--- src/rtl/sarm_hzd_pkg.sv ---
// Shared types and helpers for the SARM hazard scoreboard: entry layout, bubble
// constant, writer-match helper and parameter legality check.
package sarm_hzd_pkg;

  // Entries store register addresses at a fixed maximum width; narrower REG_AW zero-extends.
  localparam int SB_AW = 8;

  typedef logic [SB_AW-1:0] sb_reg_t;

  typedef struct packed {
    logic    v;
    logic    wb_en;
    logic    mem_r_en;
    sb_reg_t dest;
    sb_reg_t src1;
    sb_reg_t src2;
    logic    two_src;
  } sb_entry_t;

  localparam int        SEL_RF    = 0;
  localparam sb_entry_t SB_BUBBLE = '0;

  function automatic logic sb_writes(input sb_entry_t e, input sb_reg_t r);
    return e.v & e.wb_en & (e.dest == r);
  endfunction

  function automatic bit hzd_params_ok(input int reg_aw, input int stages, input int sel_w);
    return (reg_aw >= 1) && (reg_aw <= SB_AW) && (stages >= 2) &&
           (sel_w >= 1) && (sel_w < 31) && ((1 << sel_w) > (stages - 1));
  endfunction

endpackage

--- src/rtl/hzd_fwd_match.sv ---
// Forwarding priority comparator for one EXE operand: returns the youngest
// forwardable entry (1..STAGES-2) that writes the operand, else the RF select.
module hzd_fwd_match
  import sarm_hzd_pkg::*;
#(
  parameter int STAGES = 3,
  parameter int SEL_W  = 2
) (
  input  logic             en_i,
  input  sb_reg_t          src_i,
  input  sb_entry_t        entries_i [STAGES],
  output logic [SEL_W-1:0] sel_o
);

  // Scanning oldest-to-youngest lets the smallest index overwrite older matches.
  always_comb begin
    sel_o = SEL_W'(SEL_RF);
    if (en_i) begin
      for (int k = STAGES - 2; k >= 1; k--) begin
        if (sb_writes(entries_i[k], src_i)) sel_o = SEL_W'(k);
      end
    end
  end

endmodule

--- src/rtl/sarm_hazard_scoreboard.sv ---
// Parametrised hazard scoreboard: ID stall, EXE forwarding selects, flush/hold.
// Optional perf counters (stall_cnt, fwd_cnt) when HAZARD_PERF_CNT_EN is defined.
module sarm_hazard_scoreboard
  import sarm_hzd_pkg::*;
#(
  parameter int REG_AW = 4,
  parameter int STAGES = 3,
  parameter int SEL_W  = 2
) (
  input  logic              clk,
  input  logic              rst,
  input  logic              fwd_en,
  input  logic              hold,
  input  logic              flush,
  input  logic              id_valid,
  input  logic [REG_AW-1:0] id_src1,
  input  logic [REG_AW-1:0] id_src2,
  input  logic              id_two_src,
  input  logic              id_wb_en,
  input  logic              id_mem_r_en,
  input  logic [REG_AW-1:0] id_dest,
  output logic              stall,
  output logic [SEL_W-1:0]  sel_src1,
  output logic [SEL_W-1:0]  sel_src2,
  output logic              busy
`ifdef HAZARD_PERF_CNT_EN
  ,
  output logic [31:0]       stall_cnt,
  output logic [31:0]       fwd_cnt
`endif
);

  if (!hzd_params_ok(REG_AW, STAGES, SEL_W)) begin : g_bad_params
    $error("sarm_hazard_scoreboard: illegal REG_AW/STAGES/SEL_W combination");
  end

  sb_entry_t sb_q [STAGES];
  sb_entry_t sb_d [STAGES];
  sb_entry_t id_e;
  logic      busy_q, busy_d;
  logic      raw_hzd;
  sb_reg_t   id_s1, id_s2;

  assign id_s1 = sb_reg_t'(id_src1);
  assign id_s2 = sb_reg_t'(id_src2);

  // NOTE: every signal written in always_comb gets a default first, so no path leaves it unassigned and no latch is inferred.
  always_comb begin
    id_e          = SB_BUBBLE;
    id_e.v        = id_valid;
    id_e.wb_en    = id_wb_en;
    id_e.mem_r_en = id_mem_r_en;
    id_e.dest     = sb_reg_t'(id_dest);
    id_e.src1     = id_s1;
    id_e.src2     = id_s2;
    id_e.two_src  = id_two_src;
  end

  // Forwarding covers everything except a load still in EXE; stall-only waits for WB.
  always_comb begin
    raw_hzd = 1'b0;
    if (fwd_en) begin
      raw_hzd = sb_q[0].mem_r_en &
                (sb_writes(sb_q[0], id_s1) | (id_two_src & sb_writes(sb_q[0], id_s2)));
    end else begin
      for (int k = 0; k < STAGES - 1; k++) begin
        raw_hzd = raw_hzd | sb_writes(sb_q[k], id_s1) | (id_two_src & sb_writes(sb_q[k], id_s2));
      end
    end
    stall = id_valid & raw_hzd & ~flush & ~hold;
  end

  always_comb begin
    for (int k = 0; k < STAGES; k++) sb_d[k] = sb_q[k];
    if (!hold) begin
      sb_d[0] = (flush || stall) ? SB_BUBBLE : id_e;
      for (int k = 1; k < STAGES; k++) sb_d[k] = sb_q[k-1];
    end
    busy_d = 1'b0;
    for (int k = 0; k < STAGES; k++) busy_d = busy_d | sb_d[k].v;
  end

  // NOTE: the whole entry array is reset, not just v, so no X ever reaches the comparators.
  always_ff @(posedge clk or negedge rst) begin
    if (!rst) begin
      for (int k = 0; k < STAGES; k++) sb_q[k] <= SB_BUBBLE;
      busy_q <= 1'b0;
    end else begin
      // NOTE: non-blocking assignments make every entry shift from its pre-edge neighbour.
      for (int k = 0; k < STAGES; k++) sb_q[k] <= sb_d[k];
      busy_q <= busy_d;
    end
  end

  assign busy = busy_q;

  hzd_fwd_match #(.STAGES(STAGES), .SEL_W(SEL_W)) u_fwd_src1 (
    .en_i      (sb_q[0].v & fwd_en),
    .src_i     (sb_q[0].src1),
    .entries_i (sb_q),
    .sel_o     (sel_src1)
  );

  hzd_fwd_match #(.STAGES(STAGES), .SEL_W(SEL_W)) u_fwd_src2 (
    .en_i      (sb_q[0].v & fwd_en & sb_q[0].two_src),
    .src_i     (sb_q[0].src2),
    .entries_i (sb_q),
    .sel_o     (sel_src2)
  );

`ifdef HAZARD_PERF_CNT_EN
  logic [31:0] stall_cnt_q, fwd_cnt_q;

  always_ff @(posedge clk or negedge rst) begin
    if (!rst) begin
      stall_cnt_q <= '0;
      fwd_cnt_q   <= '0;
    end else begin
      if (stall && (stall_cnt_q != '1)) stall_cnt_q <= stall_cnt_q + 32'd1;
      if (!hold && ((sel_src1 != '0) || (sel_src2 != '0)) && (fwd_cnt_q != '1))
        fwd_cnt_q <= fwd_cnt_q + 32'd1;
    end
  end

  assign stall_cnt = stall_cnt_q;
  assign fwd_cnt   = fwd_cnt_q;
`endif

endmodule

--- config.mk ---
export PLATFORM = sky130hd
export DESIGN_NAME = sarm_hazard_scoreboard
export DESIGN_NICKNAME = d
export VERILOG_FILES = /design/src/rtl/sarm_hzd_pkg.sv /design/src/rtl/hzd_fwd_match.sv /design/src/rtl/sarm_hazard_scoreboard.sv
export SDC_FILE = /design/constraint.sdc
export NUM_CORES = 1
export LEC_CHECK = 0
export ABC_AREA = 0
export CAP_MARGIN = 20
export CORE_MARGIN = 1
export CORE_UTILIZATION = 46
export CTS_CLUSTER_DIAMETER = 100
export DETAILED_ROUTE_END_ITERATION = 7
export PLACE_DENSITY = 0.81
export SKIP_CTS_REPAIR_TIMING = 1
export SYNTH_ARGS = -nofsm -noshare
export SYNTH_HDL_FRONTEND = slang
export SYNTH_SLANG_ARGS = --single-unit
--- constraint.sdc ---
create_clock -name clk -period 1.6 [get_ports clk]
set_input_delay 0.32 -clock clk [delete_from_list [all_inputs] [get_ports clk]]
set_output_delay 0.32 -clock clk [all_outputs]
set_load 0.02 [all_outputs]
=== Word-level counts from Yosys, hierarchy flattened ===
Index checks and enable logic that the tools add are counted.

* Reduce and logical (&&, ||, !) cells: 1
* Bitwise gates (word level): 23
* Eq/ne operators: 6
* Muxes and demuxes: 7

{| class="wikitable"
|+ Operators by type and width
! cell !! number
|-
| 2-to-1 mux 84 bit || 1
|-
| == test 8 x 4 -> 1 bit || 4
|-
| 2-to-1 mux 28 bit || 1
|-
| bitwise AND 1 bit || 16
|-
| == test 8 bit || 2
|-
| OR 1 bit || 5
|-
| 2-to-1 mux 2 bit || 2
|-
| 2-to-1 mux 1 bit || 3
|-
| inverter 1 bit || 2
|-
| logical OR 1 bit || 1
|}

* Bits of input ports: 21
* Logic and storage cells: 59
* Output and inout bits: 6
* Register bits: 85

=== Logic depth before layout (Yosys ltp) ===
Gate-level depths: netlist of the first run.

* Depth in word-level cells: 15
* Gate-level depth with buffers: 7
* Mapped depth without buffers: 5

=== Modules after synthesis ===
From an unflattened synthesis of the first run, not the netlist that was laid out.

* Cell total of the unflattened synthesis: 204
* Area total of the unflattened synthesis: 2397.3 um2

{| class="wikitable"
|+ Modules (own cells, without submodules)
! module !! seq. area each (um2) !! times used !! cells each !! area each (um2)
|-
| sarm_hazard_scoreboard || 1226.2 || 1 || 176 || 2179.6
|-
| hzd_fwd_match || 0.0 || 2 || 14 || 108.9
|}

=== Least setup slack after synthesis of the first run ===
No wires, ideal clock.

* Path type: flip-flop to output port
* From: reg sb_q[45] (netlist name)
* To: out stall
* Path slack: -0.242 ns
* Arrival: 1.522 ns
* Required time: 1.280 ns
* Cell stages (with the launch flop): 7
* Buffers on the path: 1
* Path through: dfrtp_1 buf_2 xor2_1 nor4_1 o2bb2ai_1 or2_1 nor2b_1

* Word-level cells in the longest chain between the ends: 8
* Elaborated cells between the ends (all ways): 11
* Classes of those cells: eq/ne: 2; mux: 1; bitwise: 8

{| class="wikitable"
|+ RTL lines
! element !! RTL line !! RTL
|-
| == test 8 x 4 -> 1 bit || sarm_hzd_pkg.sv:24 || <nowiki>return e.v & e.wb_en & (e.dest == r);</nowiki>
|-
| bitwise AND 1 bit || sarm_hzd_pkg.sv:24 ||
|-
| OR 1 bit or bitwise AND 1 bit (tied branches) || sarm_hazard_scoreboard.sv:67 || <nowiki>raw_hzd = raw_hzd | sb_writes(sb_q[k], id_s1) | (id_two_src & sb_writes(sb_q[k], id_s2));</nowiki>
|-
| OR 1 bit (*) || sarm_hazard_scoreboard.sv:67 ||
|-
| 2-to-1 mux 1 bit (*) || sarm_hazard_scoreboard.sv:62 || <nowiki>if (fwd_en) begin</nowiki>
|-
| bitwise AND 1 bit (*) (3 in a row) || sarm_hazard_scoreboard.sv:70 || <nowiki>stall = id_valid & raw_hzd & ~flush & ~hold;</nowiki>
|-
| end, declared || sarm_hazard_scoreboard.sv:22 || <nowiki>output logic stall,</nowiki>
|}

Mark *: on every way between the ends. The rest lies on a longest branch, timed or not.

=== Worst setup path after layout of the first run ===
* From: in id_src1[3]
* To: out stall

* Word-level cells in the longest chain between the ends: 9
* Elaborated cells between the ends (all ways): 12
* Classes of those cells: eq/ne: 2; mux: 1; bitwise: 9

{| class="wikitable"
|+ RTL lines
! element !! RTL line !! RTL
|-
| start, declared || sarm_hazard_scoreboard.sv:16 || <nowiki>input logic [REG_AW-1:0] id_src1,</nowiki>
|-
| == test 8 x 4 -> 1 bit || sarm_hzd_pkg.sv:24 ||
|-
| bitwise AND 1 bit || sarm_hzd_pkg.sv:24 ||
|-
| OR 1 bit || sarm_hazard_scoreboard.sv:64, sarm_hazard_scoreboard.sv:67 ||
|-
| OR 1 bit (2 in a row) || sarm_hazard_scoreboard.sv:67 ||
|-
| 2-to-1 mux 1 bit (*) || sarm_hazard_scoreboard.sv:62 ||
|-
| bitwise AND 1 bit (*) (3 in a row) || sarm_hazard_scoreboard.sv:70 ||
|}

Marked as above.

==> results of run 1 <==
-- registers in the layout, indices dropped and copies added (netlist names) --
name / cells
sb_q: 23
busy: 1
-- layer usage --
metal	share of wire	vias to the layer above	global-route usage
met5	0	-	0
met4	0.019	0	0.0976
met3	0.051	7	0.0419
met2	0.50	37	0.345
met1	0.43	553	0.265
li1	-	540	-
-- kinds of logic after synthesis --
group | Yosys count
compound gates | 23
xor+xnor | 24
buf+inv | 13
flops | 24
mux | 7
other cells | 1
simple gates | 47
-- cells in the final DEF, fill, tap and decap left out --
cell	Yosys	layout
nand2_1	33	33
dlymetal6s2s_1	0	4
xnor2_2	0	2
inv_1	2	2
xnor2_4	0	1
or2_1	1	1
nor3_1	1	1
nand4_1	2	2
xnor2_1	9	6
nand3_1	2	2
clkbuf_4	0	3
xor2_2	0	1
dfrtp_1	24	24
and3b_1	1	1
a22o_1	1	1
nor4_1	3	2
nor2b_4	0	1
o21ai_2	10	14
o21ai_0	7	2
a2111oi_2	0	1
a21oi_1	1	1
o21ai_1	0	1
buf_6	0	8
and3_1	1	1
conb_1	1	2
o21a_4	1	2
a211oi_1	1	1
buf_4	2	18
clkdlybuf4s50_1	0	17
xor2_1	15	14
clkbuf_8	0	1
nor4_2	0	1
o2bb2ai_2	0	1
mux2_2	7	7
nor2_1	2	2
-- worst min-delay path, delay by kind of cell --
| family | cells | cell delay, ns |
|---|---|---|
| and+or+nand+nor | 1 | 0.08 |
| buffers and inverters | 1 | 0.16 |
| AOI/OAI and AO/OA | 1 | 0.05 |
-- final timing paths --
path | cells past startpoint | startpoint | end
hold / removal | 3 | id_src1[2] | sb_q[67]
min in group asynchronous | 2 | rst | sb_q[27]
setup reg to reg | 6 | sb_q[76] | sb_q[56]
hold reg to reg | 2 | sb_q[81] | sb_q[81]
max in group asynchronous | 2 | rst | sb_q[57]
setup / recovery | 7 | id_src1[3] | stall
-- layout make-up --
type | instances | area, um^2 | share of cell area
multi-input cells | 104 | 776 | 0.407
flip-flops and latches | 24 | 601 | 0.315
well taps | 31 | 38.8 | 0.0204
repair buffers | 47 | 445 | 0.234
clock buffers | 4 | 36.3 | 0.0191
inverters | 2 | 7.51 | 0.00394
-- report_power, final --
group	switching (mW)	internal (mW)	total, mW
clock	0.196	0.139	0.335
combinational	0.184	0.220	0.404
sequential	0.0485	0.663	0.711
-- stage by stage --
step / area [um^2] / setup slack, ns / instances
2_1_floorplan: 1370 / -0.0871 / 140
3_3_place_gp: 1730 / -1.05 / 205
3_5_place_dp: 1730 / -1.10 / 205
4_1_cts: 1770 / -1.10 / 209
5_1_grt: 1900 / -0.708 / 212
6_report: 1900 / -0.659 / 212
==> metrics.yaml, run 1 <==
logic_synthesis:
  synth_area_leaders: "dfrtp_1, xor2_1, nand2_1"
  synthAdderAreaFrac: 0
  synth_top_family_by_area: "XOR/XNOR gates"
  syn-cell-area_um2: 1350
  synth_compound_area_frac: 0.132
  synthDistinctLibCells: 28
  netlist.area_leader.share: 0.445
  yosys.area_share.xor_xnor: 0.156
  yosys_most_used_dff: "dfrtp_1"
  ys_seq_area_frac: 0.445
  async_reset_ff_frac: 1.00
  synth_cells: 139
  synth-seq-cells: 24
  synth.most_common_cell: "nand2_1"
  synthMuxAreaShare: 0.0584
  synth_edf_count: 0
  synth_common_cells: "nand2_1, dfrtp_1, xor2_1, o21ai_2, xnor2_1"
  avgSynthCellArea_um2: 9.70
  yosys_warnings: 0
  synthSimpleGateAreaFrac: 0.152
  yosys.area.top_type: "dfrtp_1"
placed_design:
  placement.io_buffers: 24
  dpl.hpwl_mm: 2.24
  place.gp.congestion: 0.907
outcome:
  violations: "setup timing"
  outcome: "complete, but fails checks"
timing:
  whs_ns: 0.310
  rsz0062_at_grt: "true"
  finalHoldViolCount: 0
  setup_slack_ns: -0.659
  fin_worst_skew_ns: 0.00335
  finalCritPeriodShare: 1.41
  fmax_ghz: 0.443
  setup_viol: 18
  setup_tns_ns: -3.12
  slew_viol_final: 0
  period_needed_ns: 2.26
grt:
  antenna_found_initial: 0
  grt_max_degree: 25
  grt_usage: 0.210
  grt_pass1_vias: 1162
  grt_first_pass_wirelength_mm: 5.08
  grt_overflow_total: 0
cts:
  cts_tree: "done"
  numCtsBuffers: 3
  clk_pin_slew_ns: 0.14
  clockRootBuffer: "clkbuf_4"
  cts_max_level: 1
  clock_latency_ns: 0.32
  clock_path_buffers: 2
  numClockSinks: 24
detailed_routing:
  wire_per_inst_um: 16.0
  ant_nets: 0
  drtIter0Drc: 15
  drc: 0
  drt-total-wl_mm: 3.40
  drt-vias-per-instance: 5.36
  drtPass1Iterations: 4
  num_vias: 1137
critical_path:
  arrival_ns: 1.94
  crit_required_ns: 1.28
  cpLargestDelayFamily: "simple AND/OR/NAND/NOR gates"
  path_cells: "clkdlybuf4s50_1 -> xor2_1 -> nor4_1 -> a22o_1 -> or2_1 -> nor2b_4 -> buf_6"
  slowest_stage: "clkdlybuf4s50_1"
  path_class: "in2out"
  cp_max_fo: 3
  cpPeakStageDelay_ns: 0.47
  crit_path_end_kind: "primary output"
  r2r_slack_ns: -0.17
  crit_path_start_kind: "input port"
  path_buf_inv: 2
layout:
  synthToLayoutAreaGrowth_pct: 41.2
  nets: 203
  drive_gt1_frac: 0.337
  antenna_cells: 0
  nFillCells: 207
  utilization: 0.691
power_and_ir_drop:
  p_total_mw: 1.45
  power_leakage_nw: 0.892
  power.density_nw_per_um2: 761
  peakVddDrop_uv: 697
die:
  initial_core_util: 0.489
  die_x_um: 56.2
  io_pins: 27
  dieArea_um2: 3150
  rows: 19
  coreArea_um2: 2760
  die_h_um: 56.2
worst_hold_path:
  min_path_type: "in2reg"
job:
  maxCapViolCount: 0
No activity file was read; power rests on OpenSTA's default activity.
==> run 2, diff against run 1 <==
Settings changed: CAP_MARGIN 20 to default.
==> results of run 2 <==
Final layout, timing and power as in run 1 (identical DEF).
==> run 3, diff against run 2 <==
Settings changed: ABC_AREA 0 to 1, CORE_UTILIZATION 46 to 48, PLACE_DENSITY 0.81 to 0.82.
==> metrics.yaml, run 3 <==
logic_synthesis:
  yosys.area.top_type: "dfrtp_1"  # unchanged
  async_reset_ff_frac: 1.00  # unchanged
  synth_cells: 218  # was 139
  synth.most_common_cell: "nand2_1"  # unchanged
  syn-cell-area_um2: 1610  # was 1350 um^2
  yosys_warnings: 0  # unchanged
  synthDistinctLibCells: 22  # was 28
  synth_area_leaders: "dfrtp_1, nand2_1, nor2_1"  # was dfrtp_1, xor2_1, nand2_1
  yosys_most_used_dff: "dfrtp_1"  # unchanged
  synth_common_cells: "nand2_1, nor2_1, dfrtp_1, inv_1"  # was nand2_1, dfrtp_1, xor2_1, o21ai_2, xnor2_1
  avgSynthCellArea_um2: 7.36  # was 9.70 um^2
  synth_edf_count: 0  # unchanged
  netlist.area_leader.share: 0.374  # was 0.445
  synth-seq-cells: 24  # unchanged
  ys_seq_area_frac: 0.374  # was 0.445
critical_path:
  cpPeakStageDelay_ns: 0.43  # was 0.47 ns
  slowest_stage: "clkdlybuf4s50_1"  # unchanged
  cp_max_fo: 2  # was 3
  cp_common_cell: "nand2_2"
  crit_path_end_kind: "primary output"  # unchanged
  arrival_ns: 1.62  # was 1.94 ns
  r2r_slack_ns: 0.06  # was -0.17 ns
  crit_required_ns: 1.28  # about the same
  path_cells: "clkdlybuf4s50_1 -> inv_1 -> buf_4 -> nor2_1 -> nor3_1 -> nand2_2 -> nand2_2 -> nand2_4 -> clkinvlp_4 -> buf_6"  # was clkdlybuf4s50_1 -> xor2_1 -> nor4_1 -> a22o_1 -> or2_1 -> nor2b_4 -> buf_6
  path_class: "in2out"  # unchanged
  crit_path_start_kind: "input port"  # unchanged
die:
  initial_core_util: 0.517  # was 0.489
  io_pins: 27  # unchanged
  die_x_um: 59.8  # was 56.2 um
  dieArea_um2: 3580  # was 3150 um^2
  rows: 20  # was 19
  die_h_um: 59.8  # was 56.2 um
  coreArea_um2: 3100  # was 2760 um^2
grt:
  grt_usage: 0.210  # about the same
  grt_overflow_total: 0  # unchanged
  antenna_found_initial: 0  # unchanged
  grt_max_degree: 44  # was 25
  grt_first_pass_wirelength_mm: 5.54  # was 5.08 mm
  grt_pass1_vias: 1283  # was 1162
detailed_routing:
  drt-total-wl_mm: 3.42  # was 3.40 mm
  drt-vias-per-instance: 4.60  # was 5.36
  ant_nets: 0  # unchanged
  wire_per_inst_um: 11.3  # was 16.0 um
  drc: 0  # unchanged
  drtPass1Iterations: 4  # unchanged
  drtIter0Drc: 67  # was 15
  num_vias: 1384  # was 1137
layout:
  final_area_um2: 2070  # was 1900 um^2
  drive_gt1_frac: 0.265  # was 0.337
  nFillCells: 273  # was 207
  layout.cells.most_common_list: "nand2_1, nor2_1, inv_1, buf_4, dfrtp_1"  # was nand2_1, dfrtp_1, buf_4, clkdlybuf4s50_1
  nets: 280  # was 203
  largest_register_ffs: 23  # unchanged
  synthToLayoutAreaGrowth_pct: 29.2  # was 41.2%
  largest_register: "sb_q"  # unchanged
  antenna_cells: 0  # unchanged
  final_common_cell: "nand2_1"  # unchanged
job:
  maxCapViolCount: 0  # unchanged
timing:
  period_needed_ns: 1.94  # was 2.26 ns
  finalCritPeriodShare: 1.21  # was 1.41
  setup_viol: 3  # was 18
  fmax_ghz: 0.517  # was 0.443 GHz
  slew_viol_final: 0  # unchanged
  setup_tns_ns: -0.796  # was -3.12 ns
  fin_worst_skew_ns: 0.00367  # was 0.00335 ns
  setup_slack_ns: -0.336  # was -0.659 ns
  finalHoldViolCount: 0  # unchanged
  rsz0062_at_grt: "true"  # unchanged
outcome:
  outcome: "complete, but fails checks"  # unchanged
  violations: "setup timing"  # unchanged
placed_design:
  post_dp_cell_area_um2: 1950  # was 1730 um^2
  post-place-ws_ns: -0.836  # was -1.10 ns
  placement.io_buffers: 24  # unchanged
  dpl.hpwl_mm: 2.41  # was 2.24 mm
  place.gp.congestion: 0.855  # was 0.907
cts:
  cts_max_level: 1  # unchanged
  numClockSinks: 24  # unchanged
  numCtsBuffers: 3  # unchanged
  clockRootBuffer: "clkbuf_4"  # unchanged
  clock_latency_ns: 0.32  # about the same
  clock_path_buffers: 2  # unchanged
  clk_pin_slew_ns: 0.12  # was 0.14 ns
  cts_tree: "done"  # unchanged
power_and_ir_drop:
  power_leakage_nw: 1.16  # was 0.892 nW
  peakVddDrop_uv: 406  # was 697 uV
  power.density_nw_per_um2: 664  # was 761 nW/um^2
worst_hold_path:
  min_path_type: "in2async"  # was in2reg
run 3: stage by stage:
stage	cells	utilization	power [mW]	hold slack, ns
2_1_floorplan	219	-	0.942	0.0244
3_3_place_gp	297	0.629	1.08	0.464
3_5_place_dp	297	0.629	1.09	0.467
4_1_cts	300	0.636	1.35	0.349
5_1_grt	301	0.669	1.46	0.348
6_report	301	0.669	1.38	0.339
run 3: cell type report:
type | instances | area (um^2) | share of cell area
repair buffers | 48 | 445 | 0.215
well taps | 44 | 55.1 | 0.0265
inverters | 28 | 109 | 0.0525
flip-flops and latches | 24 | 604 | 0.291
multi-input cells | 154 | 838 | 0.404
clock buffers | 3 | 22.5 | 0.0109
run 3: power breakdown:
part / switching, mW / leakage [nW] / internal, mW
sequential: 0.0524 / 0.308 / 0.661
combinational: 0.195 / 0.834 / 0.208
clock: 0.174 / 0.0138 / 0.0883
run 3: critical path: cells and delay by family:
| family | cells | cell delay [ns] |
|---|---|---|
| and+or+nand+nor | 5 | 0.50 |
| buffers and inverters | 5 | 0.80 |
run 3: logic make-up after synthesis:
| kind of cell | synth area share |
|---|---|
| DFF | 0.374 |
| other | 0.00234 |
| xor gates and xnor gates | 0.0818 |
| AOI/OAI and AO/OA | 0.0156 |
| buffers and inverters | 0.146 |
| and+or+nand+nor | 0.380 |
run 3: layer usage:
metal  wire [um]  share of wire  vias up  track usage
met5           0              0        -            0
met4          57          0.017        0       0.0864
met3         122          0.036        5       0.0281
met2        1680           0.49       29        0.343
met1        1550           0.46      625        0.280
li1            -              -      725            -
run 3: path summary, 6_finish.rpt:
| path | from | end | depth (start not counted) |
|---|---|---|---|
| worst max-delay path | fwd_en | stall | 10 |
| worst min-delay path | rst | sb_q[46] | 2 |
| worst max register to register | sb_q[76] | sb_q[68] | 10 |
| worst min register to register | sb_q[56] | sb_q[56] | 2 |
| max in group asynchronous | rst | sb_q[47] | 2 |
| min in group clk | id_src1[2] | sb_q[67] | 5 |
